[src/rtl/fetch_sequencer_if.sv]
// Fetch/hazard control bundle between the pipeline datapath and fetch_sequencer.
// The master drives the hazard and redirect requests; the slave (the sequencer) drives the controls.
interface fetch_sequencer_if #(
  parameter int CNT_W = 32
);
  logic             fetch_halt;
  logic             load_use;
  logic             redirect_valid;
  logic [31:0]      redirect_pc;
  logic             pc_write_en;
  logic             npc_control;
  logic [31:0]      branch_pc;
  logic             ifid_write_en;
  logic             ifid_flush;
  logic             idex_flush;
  logic             halt_out;
  logic [1:0]       state;
  logic [CNT_W-1:0] stall_count;
  logic [CNT_W-1:0] flush_count;

  modport master (
    output fetch_halt, load_use, redirect_valid, redirect_pc,
    input  pc_write_en, npc_control, branch_pc, ifid_write_en, ifid_flush,
           idex_flush, halt_out, state, stall_count, flush_count
  );

  modport slave (
    input  fetch_halt, load_use, redirect_valid, redirect_pc,
    output pc_write_en, npc_control, branch_pc, ifid_write_en, ifid_flush,
           idex_flush, halt_out, state, stall_count, flush_count
  );
endinterface

[src/rtl/fetch_sequencer.sv]
// Fetch/hazard controller: arbitrates redirects, load-use stalls and halt requests,
// drains the pipeline before halting, and keeps saturating stall/flush counters.
module fetch_sequencer #(
  parameter int DRAIN_CYCLES = 4,
  parameter int FLUSH_CYCLES = 1,
  parameter int CNT_W        = 32
) (
  input logic              clk,
  input logic              rst,
  fetch_sequencer_if.slave bus
);
  typedef enum logic [1:0] {
    RUN    = 2'd0,
    FLUSH  = 2'd1,
    DRAIN  = 2'd2,
    HALTED = 2'd3
  } state_t;

  localparam logic [3:0]       DRAIN_LOAD = 4'(DRAIN_CYCLES - 1);
  localparam logic [3:0]       FLUSH_LOAD = 4'(FLUSH_CYCLES - 1);
  localparam logic [CNT_W-1:0] CNT_MAX    = '1;

  state_t           state_q, state_d;
  logic [3:0]       cnt_q, cnt_d;
  logic             halt_q, halt_d;
  logic [CNT_W-1:0] stall_q, stall_d;
  logic [CNT_W-1:0] flush_q, flush_d;

  logic pc_we, npc_sel, ifid_we, ifid_fl, idex_fl;

  always_ff @(posedge clk) begin
    if (!rst) begin
      state_q <= RUN;
      cnt_q   <= 4'd0;
      halt_q  <= 1'b0;
      stall_q <= '0;
      flush_q <= '0;
    end else begin
      state_q <= state_d;
      cnt_q   <= cnt_d;
      halt_q  <= halt_d;
      stall_q <= stall_d;
      flush_q <= flush_d;
    end
  end

  always_comb begin
    state_d = state_q;
    cnt_d   = cnt_q;
    halt_d  = halt_q;
    stall_d = stall_q;
    flush_d = flush_q;
    pc_we   = 1'b0;
    npc_sel = 1'b0;
    ifid_we = 1'b0;
    ifid_fl = 1'b0;
    idex_fl = 1'b0;

    // A redirect wins everywhere except HALTED; in DRAIN it cancels a wrong-path halt.
    if (state_q != HALTED && bus.redirect_valid) begin
      pc_we   = 1'b1;
      npc_sel = 1'b1;
      ifid_we = 1'b1;
      ifid_fl = 1'b1;
      idex_fl = 1'b1;
      state_d = FLUSH;
      cnt_d   = FLUSH_LOAD;
      if (flush_q != CNT_MAX) flush_d = flush_q + CNT_W'(1);
    end else begin
      case (state_q)
        RUN: begin
          if (bus.load_use) begin
            idex_fl = 1'b1;
            if (stall_q != CNT_MAX) stall_d = stall_q + CNT_W'(1);
          end else if (bus.fetch_halt) begin
            // PC stays on the halting word while a bubble replaces it in IF/ID.
            ifid_we = 1'b1;
            ifid_fl = 1'b1;
            state_d = DRAIN;
            cnt_d   = DRAIN_LOAD;
          end else begin
            pc_we   = 1'b1;
            ifid_we = 1'b1;
          end
        end
        FLUSH: begin
          pc_we   = 1'b1;
          ifid_we = 1'b1;
          ifid_fl = 1'b1;
          if (cnt_q == 4'd0) state_d = RUN;
          else               cnt_d   = cnt_q - 4'd1;
        end
        DRAIN: begin
          ifid_we = 1'b1;
          ifid_fl = 1'b1;
          if (cnt_q == 4'd0) begin
            state_d = HALTED;
            halt_d  = 1'b1;
          end else begin
            cnt_d = cnt_q - 4'd1;
          end
        end
        HALTED: begin
          ifid_fl = 1'b1;
          idex_fl = 1'b1;
          halt_d  = 1'b1;
        end
        default: state_d = RUN;
      endcase
    end

    // Hold the pipeline quiet with bubbles while reset is asserted.
    if (!rst) begin
      pc_we   = 1'b0;
      npc_sel = 1'b0;
      ifid_we = 1'b0;
      ifid_fl = 1'b1;
      idex_fl = 1'b1;
    end
  end

  assign bus.pc_write_en   = pc_we;
  assign bus.npc_control   = npc_sel;
  assign bus.branch_pc     = bus.redirect_pc;
  assign bus.ifid_write_en = ifid_we;
  assign bus.ifid_flush    = ifid_fl;
  assign bus.idex_flush    = idex_fl;
  assign bus.halt_out      = halt_q;
  assign bus.state         = state_q;
  assign bus.stall_count   = stall_q;
  assign bus.flush_count   = flush_q;
endmodule

[src/flat_wrapper.sv]
// flat-port wrapper written by rule: the top's interface ports become plain ports
module fetch_sequencer_flat 
#(
  parameter int DRAIN_CYCLES = 4,
  parameter int FLUSH_CYCLES = 1,
  parameter int CNT_W        = 32
)
  (clk, rst, bus_fetch_halt, bus_load_use, bus_redirect_valid, bus_redirect_pc, bus_pc_write_en, bus_npc_control, bus_branch_pc, bus_ifid_write_en, bus_ifid_flush, bus_idex_flush, bus_halt_out, bus_state, bus_stall_count, bus_flush_count);
  fetch_sequencer_if #(.CNT_W(CNT_W)) bus_i ();
  input logic clk;
  input logic rst;
  input wire logic [$bits(bus_i.fetch_halt)-1:0] bus_fetch_halt;
  input wire logic [$bits(bus_i.load_use)-1:0] bus_load_use;
  input wire logic [$bits(bus_i.redirect_valid)-1:0] bus_redirect_valid;
  input wire logic [$bits(bus_i.redirect_pc)-1:0] bus_redirect_pc;
  output wire logic [$bits(bus_i.pc_write_en)-1:0] bus_pc_write_en;
  output wire logic [$bits(bus_i.npc_control)-1:0] bus_npc_control;
  output wire logic [$bits(bus_i.branch_pc)-1:0] bus_branch_pc;
  output wire logic [$bits(bus_i.ifid_write_en)-1:0] bus_ifid_write_en;
  output wire logic [$bits(bus_i.ifid_flush)-1:0] bus_ifid_flush;
  output wire logic [$bits(bus_i.idex_flush)-1:0] bus_idex_flush;
  output wire logic [$bits(bus_i.halt_out)-1:0] bus_halt_out;
  output wire logic [$bits(bus_i.state)-1:0] bus_state;
  output wire logic [$bits(bus_i.stall_count)-1:0] bus_stall_count;
  output wire logic [$bits(bus_i.flush_count)-1:0] bus_flush_count;
  assign bus_i.fetch_halt = bus_fetch_halt;
  assign bus_i.load_use = bus_load_use;
  assign bus_i.redirect_valid = bus_redirect_valid;
  assign bus_i.redirect_pc = bus_redirect_pc;
  assign bus_pc_write_en = bus_i.pc_write_en;
  assign bus_npc_control = bus_i.npc_control;
  assign bus_branch_pc = bus_i.branch_pc;
  assign bus_ifid_write_en = bus_i.ifid_write_en;
  assign bus_ifid_flush = bus_i.ifid_flush;
  assign bus_idex_flush = bus_i.idex_flush;
  assign bus_halt_out = bus_i.halt_out;
  assign bus_state = bus_i.state;
  assign bus_stall_count = bus_i.stall_count;
  assign bus_flush_count = bus_i.flush_count;
  fetch_sequencer #(.DRAIN_CYCLES(DRAIN_CYCLES), .FLUSH_CYCLES(FLUSH_CYCLES), .CNT_W(CNT_W)) u_core (.clk(clk), .rst(rst), .bus(bus_i));
endmodule
[config.mk]
export PLATFORM = sky130hd
export DESIGN_NAME = fetch_sequencer_flat
export DESIGN_NICKNAME = d
export VERILOG_FILES = /design/src/rtl/fetch_sequencer_if.sv /design/src/rtl/fetch_sequencer.sv /design/src/flat_wrapper.sv
export SDC_FILE = /design/constraint.sdc
export NUM_CORES = 1
export LEC_CHECK = 0
export CAP_MARGIN = 0
export CORE_MARGIN = 5
export CORE_UTILIZATION = 30
export CTS_CLUSTER_DIAMETER = 150
export CTS_CLUSTER_SIZE = 24
export DETAILED_ROUTE_END_ITERATION = 16
export GPL_TIMING_DRIVEN = 0
export HOLD_SLACK_MARGIN = 0.06
export SLEW_MARGIN = 20
export SYNTH_ARGS = -nofsm -noshare
export SYNTH_HDL_FRONTEND = slang
export SYNTH_SLANG_ARGS = --single-unit
[constraint.sdc]
create_clock -name clk -period 3.2 [get_ports clk]
set_clock_uncertainty 0.15 [all_clocks]
set_input_delay 0.96 -clock clk [delete_from_list [all_inputs] [get_ports clk]]
set_output_delay 0.96 -clock clk [all_outputs]
set_load 0.01 [all_outputs]
==> flow_summary.json <==
{
  "cts_tree": "built",
  "path_buf_inv": 4,
  "reg2reg_from": "u_core.bus.state[0]$_SDFFE_PN0P_",
  "syn_area_per_cell_um2": 7.94,
  "hold_class": "flop to flop",
  "fin_hold_ws_ns": 0.335,
  "fp.dieW_um": 125,
  "area_growth_pct": 39.2,
  "port-buffer-count": 108,
  "cp_cell_sequence": "clkdlybuf4s15_2 -> clkinvlp_4 -> buf_2 -> nor2_1 -> dlygate4sd2_1",
  "diodes": 0,
  "grt_usage_pct": 14.7,
  "report.final.hold_viol_count": 0,
  "worstHoldStart": "u_core.bus.halt_out$_SDFFE_PN0P_",
  "synthArstFlopShare_pct": 0,
  "clockBufferDepth": 2,
  "post-route-util_pct": 42.3,
  "firstDrtPassIters": 4,
  "via_per_inst": 5.15,
  "io_pins": 141,
  "ys_ff_latch": 71,
  "htree_levels": 3,
  "max_clock_freq_mhz": 325,
  "place.gp.congestion": 0.860,
  "slowest_delay_ns": 0.29,
  "end_kind": "output pin",
  "grt.overflow.total": 0,
  "crit_arrival_ns": 1.97,
  "wl_um": 12000,
  "yosysTopAreaCell": "dfxtp_1",
  "ys_seq_area_share_pct": 35.6,
  "grt_pass1_vias": 3938,
  "synthTopCellsByArea": "dfxtp_1 36%, a21oi_1 6.9%, or3_1 6.6%",
  "synthFlopType": "dfxtp_1",
  "p_per_area_nw_per_um2": 379,
  "cp_top_family": "buffers and inverters",
  "grt_pass1_wl_um": 19300,
  "clock_latency_ns": 0.33,
  "drt_iter0_drc": 261,
  "finalNetCount": 666,
  "cts_sinks": 71,
  "layout-drive-gt1-share_pct": 10.3,
  "mostFrequentLayoutCells": "99 x clkdlybuf4s50_1, 71 x dfxtp_1, 55 x a21oi_1",
  "vias": 4110,
  "multi_input_area_um2": 2200,
  "tns_ns": 0,
  "max-cap-violations": 0,
  "synth_edf_count": 0,
  "synthDistinctLibCells": 47,
  "die_h_um": 125,
  "worstSetupPathType": "input port to output pin",
  "ir_drop_mv": 0.206,
  "relSlewSlack_pct": 42.8,
  "worstSetupStartpointType": "input port",
  "start_util_pct": 30.4,
  "drc": 0,
  "dieArea_um2": 15700,
  "yosysWarnings": 0,
  "antenna_found_initial": 0,
  "worst_slew_pin_slew_ns": 0.850,
  "std_cell_rows": 42,
  "yosysTopAreaCellShare_pct": 35.6,
  "cp.required_ns": 2.09,
  "setup_slack_ns": 0.123,
  "fin_crit_sh_pct": 96.1,
  "setup_viol": 0,
  "avgRoutedWirePerCell_um": 15.0,
  "root_buffer": "clkbuf_16",
  "fillers": 1351,
  "synth_nets": 549,
  "ant_nets": 0,
  "grt_max_degree": 11,
  "dpl_worst_slack_ns": -1.13,
  "worstHoldPathCells": 2,
  "seqCellArea_um2": 1420,
  "finalMaxSlewViolations": 0,
  "rrSetupSlack_ns": 0.27,
  "numCtsBuffers": 9,
  "cp_slowest_cell": "dlygate4sd2_1",
  "clkSlewWorstSetupHoldPaths_ns": 0.06,
  "path_max_fanout": 10,
  "r2r_end": "u_core.bus.flush_count[17]$_SDFFE_PN0P_",
  "synthCells": 502,
  "status": "finished clean",
  "layout_min_cycle_time_ns": 3.08,
  "rr_worst_depth": 7,
  "ctsHoldBuffers": 0,
  "crit_start": "rst",
  "synth_area_um2": 3990,
  "final_common_cell": "clkdlybuf4s50_1",
  "core_area_um2": 13100,
  "min_to": "u_core.bus.halt_out$_SDFFE_PN0P_",
  "place_hpwl_um": 9210,
  "power.leakage_nw": 1.82
}
-- where the power goes --
part,internal [mW],switching [mW]
registers,0.900,0.0195
logic,0.152,0.166
clock network,0.514,0.356
total,1.57,0.541
-- metrics by stage --
step	power (mW)	cells	cell area, µm²
after floorplan	1.13	502	3990
final	2.11	798	5550
after global routing	2.20	798	5550
after CTS	2.13	799	5550
after global placement	1.25	786	5290
after detailed placement	1.26	786	5290
-- synthesized netlist by cell type (2+ instances only) --
master     number
o2111ai_1       2
a211oi_1        4
a2111oi_0       2
xor2_1          5
nor3_1          7
or4_4           2
buf_2           2
o21ai_0        40
buf_4          32
inv_1          16
dfxtp_1        71
nor4_1          4
or4_1          13
buf_1           3
nand2_1        37
mux2i_1         3
o211ai_1        8
and4_1         11
or3_1          42
nand3_1        21
nand2b_1        4
clkbuf_1       12
and3_1          6
nor2b_1         2
ha_1           10
nand4_1        23
o31ai_1        11
and2_1          5
a21oi_1        55
or2_2           2
nor2_1         27
xnor2_1         5
-- how the worst max path moves through the flow --
stage / endpoint / slack [ns] / cells past startpoint
final: bus_npc_control / 0.12 / 5
after CTS: bus_ifid_write_en / 0.002 / 7
after floorplan: u_core.bus.stall_count[25]$_SDFFE_PN0P_ / 0.26 / 6
after global placement: bus_npc_control / -1.13 / 6
after global routing: bus_ifid_write_en / -0.001 / 7
after detailed placement: bus_pc_write_en / -1.13 / 6
-- cells by family (layout without fill, tap and decap cells) --
| kind of cell | Yosys count | in the layout | share of synthesized area (%) |
|---|---|---|---|
| AOI/OAI and AO/OA | 130 | 130 | 18.8 |
| and+or+nand+nor | 211 | 211 | 29.9 |
| muxes | 3 | 3 | 0.753 |
| xor gates and xnor gates | 10 | 10 | 2.20 |
| buffers and inverters | 67 | 187 | 9.60 |
| DFF | 71 | 71 | 35.6 |
| adders and majority gates | 10 | 10 | 3.14 |
-- worst register-to-register path, stage by stage, from the launching register on --
cell and delay (ns):
dfxtp_1 0.38, ha_1 0.32, nand2b_2 0.31, nor4_2 0.63, o211ai_1 0.32, buf_2 0.27, or3_1 0.33, a21oi_1 0.14
-- area by class of cell --
type	count	area share [%]
repair buffers	109	19.5
well taps	176	3.97
inverters	16	1.15
clock inverters	2	0.180
multi-input cells	364	39.7
clock buffers	12	4.26
plain buffers	48	5.66
flip-flops and latches	71	25.6
-- layer usage --
layer	up-vias	share of wire [%]	track usage (%)
li1	2076	-	-
met1	1915	46	18.6
met2	109	48	24.2
met3	10	4.8	3.28
met4	0	1.2	5.93
met5	-	0	0
-- sequential cells by signal (all words and copies together), names as in the netlist --
signal and cells:
u_core.bus.flush_count 32, u_core.bus.halt_out 1, u_core.bus.stall_count 32, u_core.bus.state 2
u_core.cnt_q 4
-- what timing repair did --
item                       in CTS  in global routing
buffers inserted                1                  0
setup endpoints to repair      11                  3
gates resized for setup        24                  3
pin swaps                       0                  1
(Power assumes the default switching activity.)
